$ cat src/rtl/opcodes_pkg.sv
// opcodes_pkg: ALU function encodings.
// Shared by decode, the ALU and the ALU arbiter.
package opcodes_pkg;

    typedef enum logic [3:0] {
        ALU_NOP  = 4'd0,
        ALU_ADD  = 4'd1,
        ALU_SUB  = 4'd2,
        ALU_AND  = 4'd3,
        ALU_OR   = 4'd4,
        ALU_XOR  = 4'd5,
        ALU_SLL  = 4'd6,
        ALU_SRL  = 4'd7,
        ALU_SRA  = 4'd8,
        ALU_SLT  = 4'd9,
        ALU_SLTU = 4'd10
    } alu_fn_t;

endpackage

$ cat src/rtl/virgule_pkg.sv
// virgule_pkg: shared core types.
// Holds the datapath word, port index and slot-state types used by the ALU arbiter.
package virgule_pkg;

    typedef logic [31:0] word_t;

    typedef logic port_idx_t;

    localparam int ALU_SHARE_PORTS = 2;

    typedef enum logic {
        S_EMPTY = 1'b0,
        S_FULL  = 1'b1
    } slot_state_t;

endpackage

$ cat src/rtl/alu_share_picker.sv
// alu_share_picker: one-hot grant for the two ALU requesters.
// Ports: valid (request vector), last_grant (previous winner), grant (one-hot).
module alu_share_picker
    import virgule_pkg::*;
#(
    parameter int PRIO_FIXED = 0
) (
    input  logic [ALU_SHARE_PORTS-1:0] valid,
    input  port_idx_t                  last_grant,
    output logic [ALU_SHARE_PORTS-1:0] grant
);

    always_comb begin
        grant = '0;
        unique case (valid)
            2'b01: grant = 2'b01;
            2'b10: grant = 2'b10;
            2'b11: begin
                // Conflict: fixed mode favours port 0, otherwise the
                // port that did not win last time.
                if (PRIO_FIXED != 0) begin
                    grant = 2'b01;
                end else begin
                    grant = last_grant ? 2'b01 : 2'b10;
                end
            end
            default: grant = '0;
        endcase
    end

endmodule

$ cat src/rtl/arith_logic_unit.sv
// arith_logic_unit: combinational 32-bit integer ALU.
// Ports: fn (function), a/b (operands), r (result). Nop passes b; shifts use b[4:0].
module arith_logic_unit
    import virgule_pkg::*;
    import opcodes_pkg::*;
(
    input  alu_fn_t fn,
    input  word_t   a,
    input  word_t   b,
    output word_t   r
);

    logic [4:0] shamt;

    assign shamt = b[4:0];

    always_comb begin
        r = '0;
        case (fn)
            ALU_NOP:  r = b;
            ALU_ADD:  r = a + b;
            ALU_SUB:  r = a - b;
            ALU_AND:  r = a & b;
            ALU_OR:   r = a | b;
            ALU_XOR:  r = a ^ b;
            ALU_SLL:  r = a << shamt;
            ALU_SRL:  r = a >> shamt;
            ALU_SRA:  r = word_t'($signed(a) >>> shamt);
            ALU_SLT:  r = {31'd0, $signed(a) < $signed(b)};
            ALU_SLTU: r = {31'd0, a < b};
            default:  r = '0;
        endcase
    end

endmodule

$ cat src/rtl/alu_share_arbiter.sv
// alu_share_arbiter: shares one ALU between two valid/ready requesters.
// Ports: clk, reset_n (async low), req_valid/ready/fn/a/b per port,
// rsp_valid/ready per port, shared rsp_r. Optional ALU_SHARE_STATS_EN adds
// stat_grant0, stat_grant1, stat_conflict counters.
module alu_share_arbiter
    import virgule_pkg::*;
    import opcodes_pkg::*;
#(
    parameter int PRIO_FIXED = 0,
    parameter int CNT_W      = 16
) (
    input  logic                          clk,
    input  logic                          reset_n,
    input  logic [ALU_SHARE_PORTS-1:0]    req_valid,
    output logic [ALU_SHARE_PORTS-1:0]    req_ready,
    input  alu_fn_t [ALU_SHARE_PORTS-1:0] req_fn,
    input  word_t [ALU_SHARE_PORTS-1:0]   req_a,
    input  word_t [ALU_SHARE_PORTS-1:0]   req_b,
    output logic [ALU_SHARE_PORTS-1:0]    rsp_valid,
    input  logic [ALU_SHARE_PORTS-1:0]    rsp_ready,
    output word_t                         rsp_r
`ifdef ALU_SHARE_STATS_EN
    ,
    output logic [CNT_W-1:0]              stat_grant0,
    output logic [CNT_W-1:0]              stat_grant1,
    output logic [CNT_W-1:0]              stat_conflict
`endif
);

    slot_state_t state_q, state_d;
    port_idx_t   out_port_q, out_port_d;
    port_idx_t   last_grant_q, last_grant_d;
    word_t       out_r_q, out_r_d;

    logic [ALU_SHARE_PORTS-1:0] grant;
    port_idx_t sel;
    logic      drain;
    logic      can_load;
    logic      accept;
    word_t     alu_r;

    alu_share_picker #(
        .PRIO_FIXED(PRIO_FIXED)
    ) u_picker (
        .valid      (req_valid),
        .last_grant (last_grant_q),
        .grant      (grant)
    );

    assign sel = grant[1];

    arith_logic_unit u_alu (
        .fn (req_fn[sel]),
        .a  (req_a[sel]),
        .b  (req_b[sel]),
        .r  (alu_r)
    );

    always_comb begin
        drain    = (state_q == S_FULL) && rsp_ready[out_port_q];
        can_load = (state_q == S_EMPTY) || drain;
        // Gate with reset_n so nothing looks accepted while held in reset.
        req_ready = (reset_n && can_load) ? grant : '0;
        accept    = |req_ready;

        state_d      = state_q;
        out_port_d   = out_port_q;
        last_grant_d = last_grant_q;
        out_r_d      = out_r_q;

        unique case (state_q)
            S_EMPTY: if (accept) state_d = S_FULL;
            S_FULL:  if (drain && !accept) state_d = S_EMPTY;
            default: state_d = S_EMPTY;
        endcase

        if (accept) begin
            out_r_d      = alu_r;
            out_port_d   = sel;
            last_grant_d = sel;
        end
    end

    always_ff @(posedge clk or negedge reset_n) begin
        if (!reset_n) begin
            state_q      <= S_EMPTY;
            out_port_q   <= 1'b0;
            last_grant_q <= 1'b1;
            out_r_q      <= '0;
        end else begin
            state_q      <= state_d;
            out_port_q   <= out_port_d;
            last_grant_q <= last_grant_d;
            out_r_q      <= out_r_d;
        end
    end

    always_comb begin
        rsp_valid = '0;
        if (state_q == S_FULL) rsp_valid[out_port_q] = 1'b1;
    end

    assign rsp_r = out_r_q;

`ifdef ALU_SHARE_STATS_EN
    logic [CNT_W-1:0] grant0_q, grant0_d;
    logic [CNT_W-1:0] grant1_q, grant1_d;
    logic [CNT_W-1:0] conflict_q, conflict_d;

    always_comb begin
        grant0_d   = grant0_q;
        grant1_d   = grant1_q;
        conflict_d = conflict_q;
        if (accept && !sel) grant0_d = grant0_q + CNT_W'(1);
        if (accept && sel)  grant1_d = grant1_q + CNT_W'(1);
        if (accept && (&req_valid)) conflict_d = conflict_q + CNT_W'(1);
    end

    always_ff @(posedge clk or negedge reset_n) begin
        if (!reset_n) begin
            grant0_q   <= '0;
            grant1_q   <= '0;
            conflict_q <= '0;
        end else begin
            grant0_q   <= grant0_d;
            grant1_q   <= grant1_d;
            conflict_q <= conflict_d;
        end
    end

    assign stat_grant0   = grant0_q;
    assign stat_grant1   = grant1_q;
    assign stat_conflict = conflict_q;
`endif

endmodule

$ cat config.mk
export PLATFORM = sky130hd
export DESIGN_NAME = alu_share_arbiter
export DESIGN_NICKNAME = d
export VERILOG_FILES = /design/src/rtl/opcodes_pkg.sv /design/src/rtl/virgule_pkg.sv /design/src/rtl/alu_share_picker.sv /design/src/rtl/arith_logic_unit.sv /design/src/rtl/alu_share_arbiter.sv
export SDC_FILE = /design/constraint.sdc
export NUM_CORES = 1
export LEC_CHECK = 0
export CORE_MARGIN = 8
export CORE_UTILIZATION = 46
export CTS_CLUSTER_SIZE = 24
export DETAILED_ROUTE_END_ITERATION = 16
export GPL_ROUTABILITY_DRIVEN = 0
export PLACE_DENSITY = 0.68
export SLEW_MARGIN = 20
export SYNTH_ARGS = -nofsm -noshare
export SYNTH_HDL_FRONTEND = slang
export SYNTH_SLANG_ARGS = --single-unit
$ cat constraint.sdc
create_clock -name clk -period 5.2 [get_ports clk]
set_clock_uncertainty 0.05 [all_clocks]
set_input_delay 0.78 -clock clk [delete_from_list [all_inputs] [get_ports clk]]
set_output_delay 0.78 -clock clk [all_outputs]
set_load 0.01 [all_outputs]
# --- Word level (Yosys, flattened, before mapping) ---
# Cells that the tools add are included.
word_totals:
  input_bits: 142
  register_bits: 35
  out_inout_bits: 36
  wordCells: 57
op_classes:
  n_shift: 3
  bitwise_logic: 4
  order_cmp: 5
  n_reduce_logical: 8
  n_eq_ne: 13
  muxes: 18
  add_sub_neg: 2
op_table:
  columns: ["op", "count"]
  rows:
  - ["case mux 32 bit (11 select lines)", 1]
  - ["two-way mux 32 bit", 4]
  - ["less-than comparator 32 bit", 2]
  - ["adder 32 bit", 1]
  - ["AND 32 bit", 1]
  - ["bitwise OR 32 bit", 1]
  - ["left shift 32 x 5 -> 32 bit", 1]
  - ["right shift 32 x 5 -> 32 bit", 1]
  - [">>> shifter 32 x 5 -> 32 bit", 1]
  - ["subtractor 32 bit", 1]
  - ["XOR 32 bit", 1]
  - ["equality test 4 x 3 -> 1 bit, second input constant", 4]
  - ["equality test 4 bit, second input constant", 3]
  - ["equality test 4 x 2 -> 1 bit, second input constant", 2]
  - ["two-way mux 4 bit", 2]
  - ["two-way mux 2 bit", 3]
  - ["case mux 2 bit (3 select lines)", 1]
  - ["two-way mux 1 bit", 5]
  - ["equality test 2 bit, second input constant", 2]
  - ["equality test 4 x 1 -> 1 bit, second input constant", 1]
  - ["logical AND 1 bit", 4]
  - ["zero test 4 bit", 1]
  - ["less-than comparator 1 x 2 -> 1 bit, second input constant", 2]
  - ["equality test 2 x 1 -> 1 bit, second input constant", 1]
  - ["other kinds (7)", 7]

# --- Logic depth before layout (Yosys ltp) ---
# Gate-level depths: netlist (run 1).
logic_depth:
  depth_word: 11
  mapped_depth: 21
  depth_no_buf: 15

# --- Cells and area by module ---
# A second synthesis (run 1) with hierarchy kept.
hier_totals:
  cells_unflattened: 1456
  hier_area_um2: 11078.1
by_module_without_submodules:
  columns: ["mod", "seq_area_each_um2", "cells_per_inst", "instances", "area_per_inst_um2"]
  rows:
  - ["arith_logic_unit", 0.0, 1291, 1, 8758.4]
  - ["alu_share_arbiter", 877.1, 162, 1, 2301.0]
  - ["alu_share_picker", 0.0, 3, 1, 18.8]

# --- Worst setup path after synthesis (run 1) ---
# Ideal clock, no wire load.
synth_timing:
  path_kind: "input to register"
  from: "input req_valid[1]"
  to: "register out_r_q[21] (netlist: rsp_r[21])"
  t_required_ns: 5.017
  path_stages: 19
  path_buffers: 6
  arrival_ns: 4.876
  setup_time_ns: 0.133
  setup_slack_ns: 0.141
  cell_sequence: "a21boi_4 > buf_6 > buf_4 > buf_4 > buf_2 > buf_2 > mux2i_1 > inv_1 > ha_1 > buf_2 > inv_1 > or3_1 > or2_2 > o32a_1 > a311oi_2 > xnor2_1 > nor2_1 > nor4b_1 > a21oi_1"
synth_via:
  elab_chain_cells: 6
  word_cells_on_any_way: 32
  cone_classes: "add/sub: 2; eq/ne: 13; shift: 3; mux: 9; bitwise: 3; reduce/logical: 2"
synth_rtl:
  columns: ["item", "line_no", "source"]
  rows:
  - ["start, declared", "alu_share_arbiter.sv:14", "input logic [ALU_SHARE_PORTS-1:0] req_valid,"]
  - ["equality test 2 bit / equality test 2 x 1 -> 1 bit (equally long branches)", "alu_share_picker.sv:15", "unique case (valid)"]
  - ["case mux 2 bit (3 select lines) *", "alu_share_picker.sv:15", null]
  - ["two-way mux 32 bit (implied by the code) (tied with other cells) (2 in series)", "alu_share_arbiter.sv:54", ".a (req_a[sel]),"]
  - ["subtractor 32 bit (tied with other cells)", "arith_logic_unit.sv:22", "ALU_SUB: r = a - b;"]
  - ["case mux 32 bit (11 select lines)", "arith_logic_unit.sv:19", "case (fn)"]
  - ["end signal, assigned", "alu_share_arbiter.sv:94", "out_r_q <= out_r_d;"]
  - ["end, declared", "alu_share_arbiter.sv:33", "word_t out_r_q, out_r_d;"]
# Mark *: on every way between the ends. The rest lies on a longest branch, timed or not. The select of a mux whose other input is x is not followed.
# A chain may end at the register's enable or synchronous reset.

# --- Worst setup path in the final report (run 1) ---
layout_timing:
  from: "input req_valid[1]"
  to: "register out_r_q[25] (netlist: rsp_r[25])"
# Same word-level chain as after synthesis.

==> results.json, run 1 <==
{
  "cts-root-buf": "clkbuf_16",
  "fillers": 2794,
  "ir_worst_vdd_v": 0.000168,
  "die_w_um": 187,
  "synth-seq-cells": 35,
  "syn_to_final_growth_pct": 23.0,
  "final_layout_size_suffix_gt1_frac": 0.123,
  "rsz0062_at_grt": "no",
  "crit_path_top_delay_cell": "clkdlybuf4s50_1",
  "report.final.hold_viol_count": 0,
  "cp_max_fo": 48,
  "status": "finished, final reports clean",
  "min_period_over_period": 0.940,
  "max_slew_margin": 0.393,
  "post_cts_resized": 0,
  "cts_tree": "yes",
  "cts.sinks": 35,
  "maxCapViolCount": 0,
  "worstMarginPinSlew_ns": 0.910,
  "synth-edff-count": 0,
  "antenna_found_initial": 2,
  "power.density_nw_per_um2": 290,
  "crit_type": "in2reg",
  "start_kind": "input port",
  "htree_levels": 2,
  "syn_avg_cell_area_um2": 6.88,
  "finalHoldWorstSlack_ns": 0.435,
  "setup_slack_ns": 0.312,
  "cp_top_family": "compound AO/OA/AOI/OAI gates",
  "seq_area_frac_synth": 0.0649,
  "ys.flop_type": "dfrtp_1",
  "place_worst_setup_slack_ns": -0.258,
  "worst_setup_path_end_kind": "flop",
  "port_buffers": 177,
  "max_stage_delay_ns": 0.50,
  "grt_max_degree": 71,
  "setup_viol": 0,
  "wl_um": 62200,
  "grt_pass1_wl_um": 94100,
  "cts.clk_slew.worst_paths_ns": 0.07,
  "clk_latency_ns": 0.31,
  "start_util": 0.469,
  "fmax_ghz": 0.205,
  "required_ns": 5.29,
  "fp.dieH_um": 187,
  "final_area_um2": 16600,
  "dr.first_iter.drc_count": 2687,
  "dpl_cell_area_um2": 16400,
  "post-route-util": 0.576,
  "synth_top_area_frac": 0.179,
  "hold_buffers": 0,
  "syn-num-nets": 2210,
  "yosys_warnings": 0,
  "path_cells": "clkdlybuf4s50_1, a21boi_4, buf_12, buf_12, nand2_1, nand2_1, ha_1, buf_4, nor2_1, nand2_1, buf_4, a2111oi_4, o21ai_2, mux2_4, a2111oi_2, a22oi_1",
  "grt_pass1_vias": 16110,
  "tns_ns": 0,
  "avgViaCountPerCell": 6.68,
  "yosysTopAreaCell": "mux2i_1",
  "core-area_um2": 28900,
  "layout_min_cycle_time_ns": 4.89,
  "netlist_top_cells_area": "mux2i_1 18%, ha_1 9.3%, nand2_1 8.4%, a21oi_1 6.5%, dfrtp_1 6.3%",
  "synthCells": 1965,
  "io_pins": 178,
  "worstHoldPathType": "reg2reg",
  "arrival_ns": 4.98,
  "diodes": 0,
  "grtUsageTotal": 0.333,
  "hpwl_um": 48000,
  "post_synth_num_cell_types": 89,
  "via_count": 17100,
  "post_drt_wl_per_cell_um": 24.3,
  "drt-pass1-iter-count": 8,
  "path_buf_inv": 5,
  "rows": 62,
  "ctsLongestPathBuffers": 2,
  "detail-route-antenna-nets": 0,
  "nets": 2419,
  "drc_errors": 0,
  "synth_area_um2": 13500,
  "grt-ovfl-total": 0,
  "async_flop_share": 1.00,
  "cts_buffers": 5,
  "dieArea_um2": 35100,
  "crit_top_cell": "nand2_1",
  "p_leak_nw": 7.44,
  "slew_viol_final": 0
}
## cell usage in the layout (no fill, tap or decap), types with 42 or more instances in the layout
cell type        Yosys  final
nand2_1            304    304
mux2i_1            242    241
a21oi_1            176    175
clkdlybuf4s50_1      0    174
buf_4               24    172
nor2_1             154    154
ha_1               101    101
o21ai_0             99     99
inv_1               93     93
nor3_1              48     47
mux2_2              43     43
a211oi_1            42     42
## cell families after synthesis
group,Yosys count,synth area share
fa+ha+maj,103,0.0964
simple gates,654,0.215
mux,291,0.224
compound gates,612,0.303
flops,35,0.0649
xor+xnor,19,0.0123
buf+inv,251,0.0848
## power by group
group / internal (mW) / switching, mW / leakage [nW]
clock network: 0.227 / 0.148 / 0.0838
logic: 1.62 / 2.36 / 6.91
registers: 0.370 / 0.0916 / 0.445
total: 2.22 / 2.60 / 7.44
## cell type report
| cell class | instances | area, µm² | area share |
|---|---|---|---|
| Clock inverter | 3 | 43.8 | 0.00263 |
| Tap cell | 384 | 480 | 0.0289 |
| Sequential cell | 35 | 877 | 0.0528 |
| Inverter | 99 | 374 | 0.0225 |
| Clock buffer | 5 | 125 | 0.00753 |
| Multi-Input combinational cell | 1679 | 11500 | 0.695 |
| Timing Repair Buffer | 354 | 3180 | 0.191 |
## synthesized netlist by cell type (all sizes together) (7+ instances only)
master and instances:
o211ai 32, clkbuf 62, or4 9, nor2 154, a2111oi 15, a221o 7
nand2 304, a22oi 15, o22ai 26, o2111ai 11, buf 90, inv 97
o221ai 16, nand4 8, a221oi 19, nand3b 7, nand3 32, nor2b 16
mux2i 243, a21o 13, xnor2 16, nor4 13, a31oi 23, a21oi 176
o21ai 103, mux2 45, nand2b 12, nor3 48, o21a 10, nor3b 8
a311oi 7, and3 15, o21bai 21, a211oi 43, ha 101, o31ai 14
dfrtp 34, and2 8
## metrics by stage
step                instances  total power, mW
CTS                      2556             4.64
global route             2559             5.07
floorplan                1965             2.76
detailed placement       2548             4.25
finish                   2559             4.82
global placement         2548             4.20
## worst register-to-register path, delay by kind of cell (launching register included)
family | cells | cell delay (ns)
compound gates | 6 | 1.82
buf+inv | 4 | 0.64
flops | 1 | 0.59
fa+ha+maj | 1 | 0.51
simple gates | 2 | 0.46
xor+xnor | 1 | 0.11
## what timing repair did
item,4_1_cts,5_1_grt
setup endpoints to repair,0,14
hold endpoints to repair,0,0
setup buffers,0,3
## sequential cells by signal (all words and copies together) (netlist names)
signal,flops
out_port_q,1
last_grant_q,1
state_q,1
rsp_r,32
## worst paths after layout
kind | end | start | slack, ns | depth (start not counted)
max in group asynchronous | rsp_r[10] | reset_n | 4.20 | 2
worst max-delay path | rsp_r[25] | req_valid[1] | 0.31 | 16
worst max register to register | rsp_r[24] | last_grant_q | 0.86 | 14
min in group asynchronous | rsp_r[31] | reset_n | 0.51 | 2
worst min register to register | rsp_r[5] | rsp_r[5] | 0.43 | 2
worst min-delay path | rsp_r[5] | rsp_r[5] | 0.43 | 2
## per-layer routing
metal  share of wire  track usage
met1            0.38        0.412
met2            0.41        0.492
met3            0.13       0.0994
met4           0.084        0.227
met5         0.00040            0
(Power assumes the default switching activity.)
==> inputs of run 2 (changes only) <==
Settings changed: CTS_CLUSTER_SIZE 24 to default.
==> results of run 2 <==
Same layout as run 1: the final DEF is identical, and so are final timing and power.
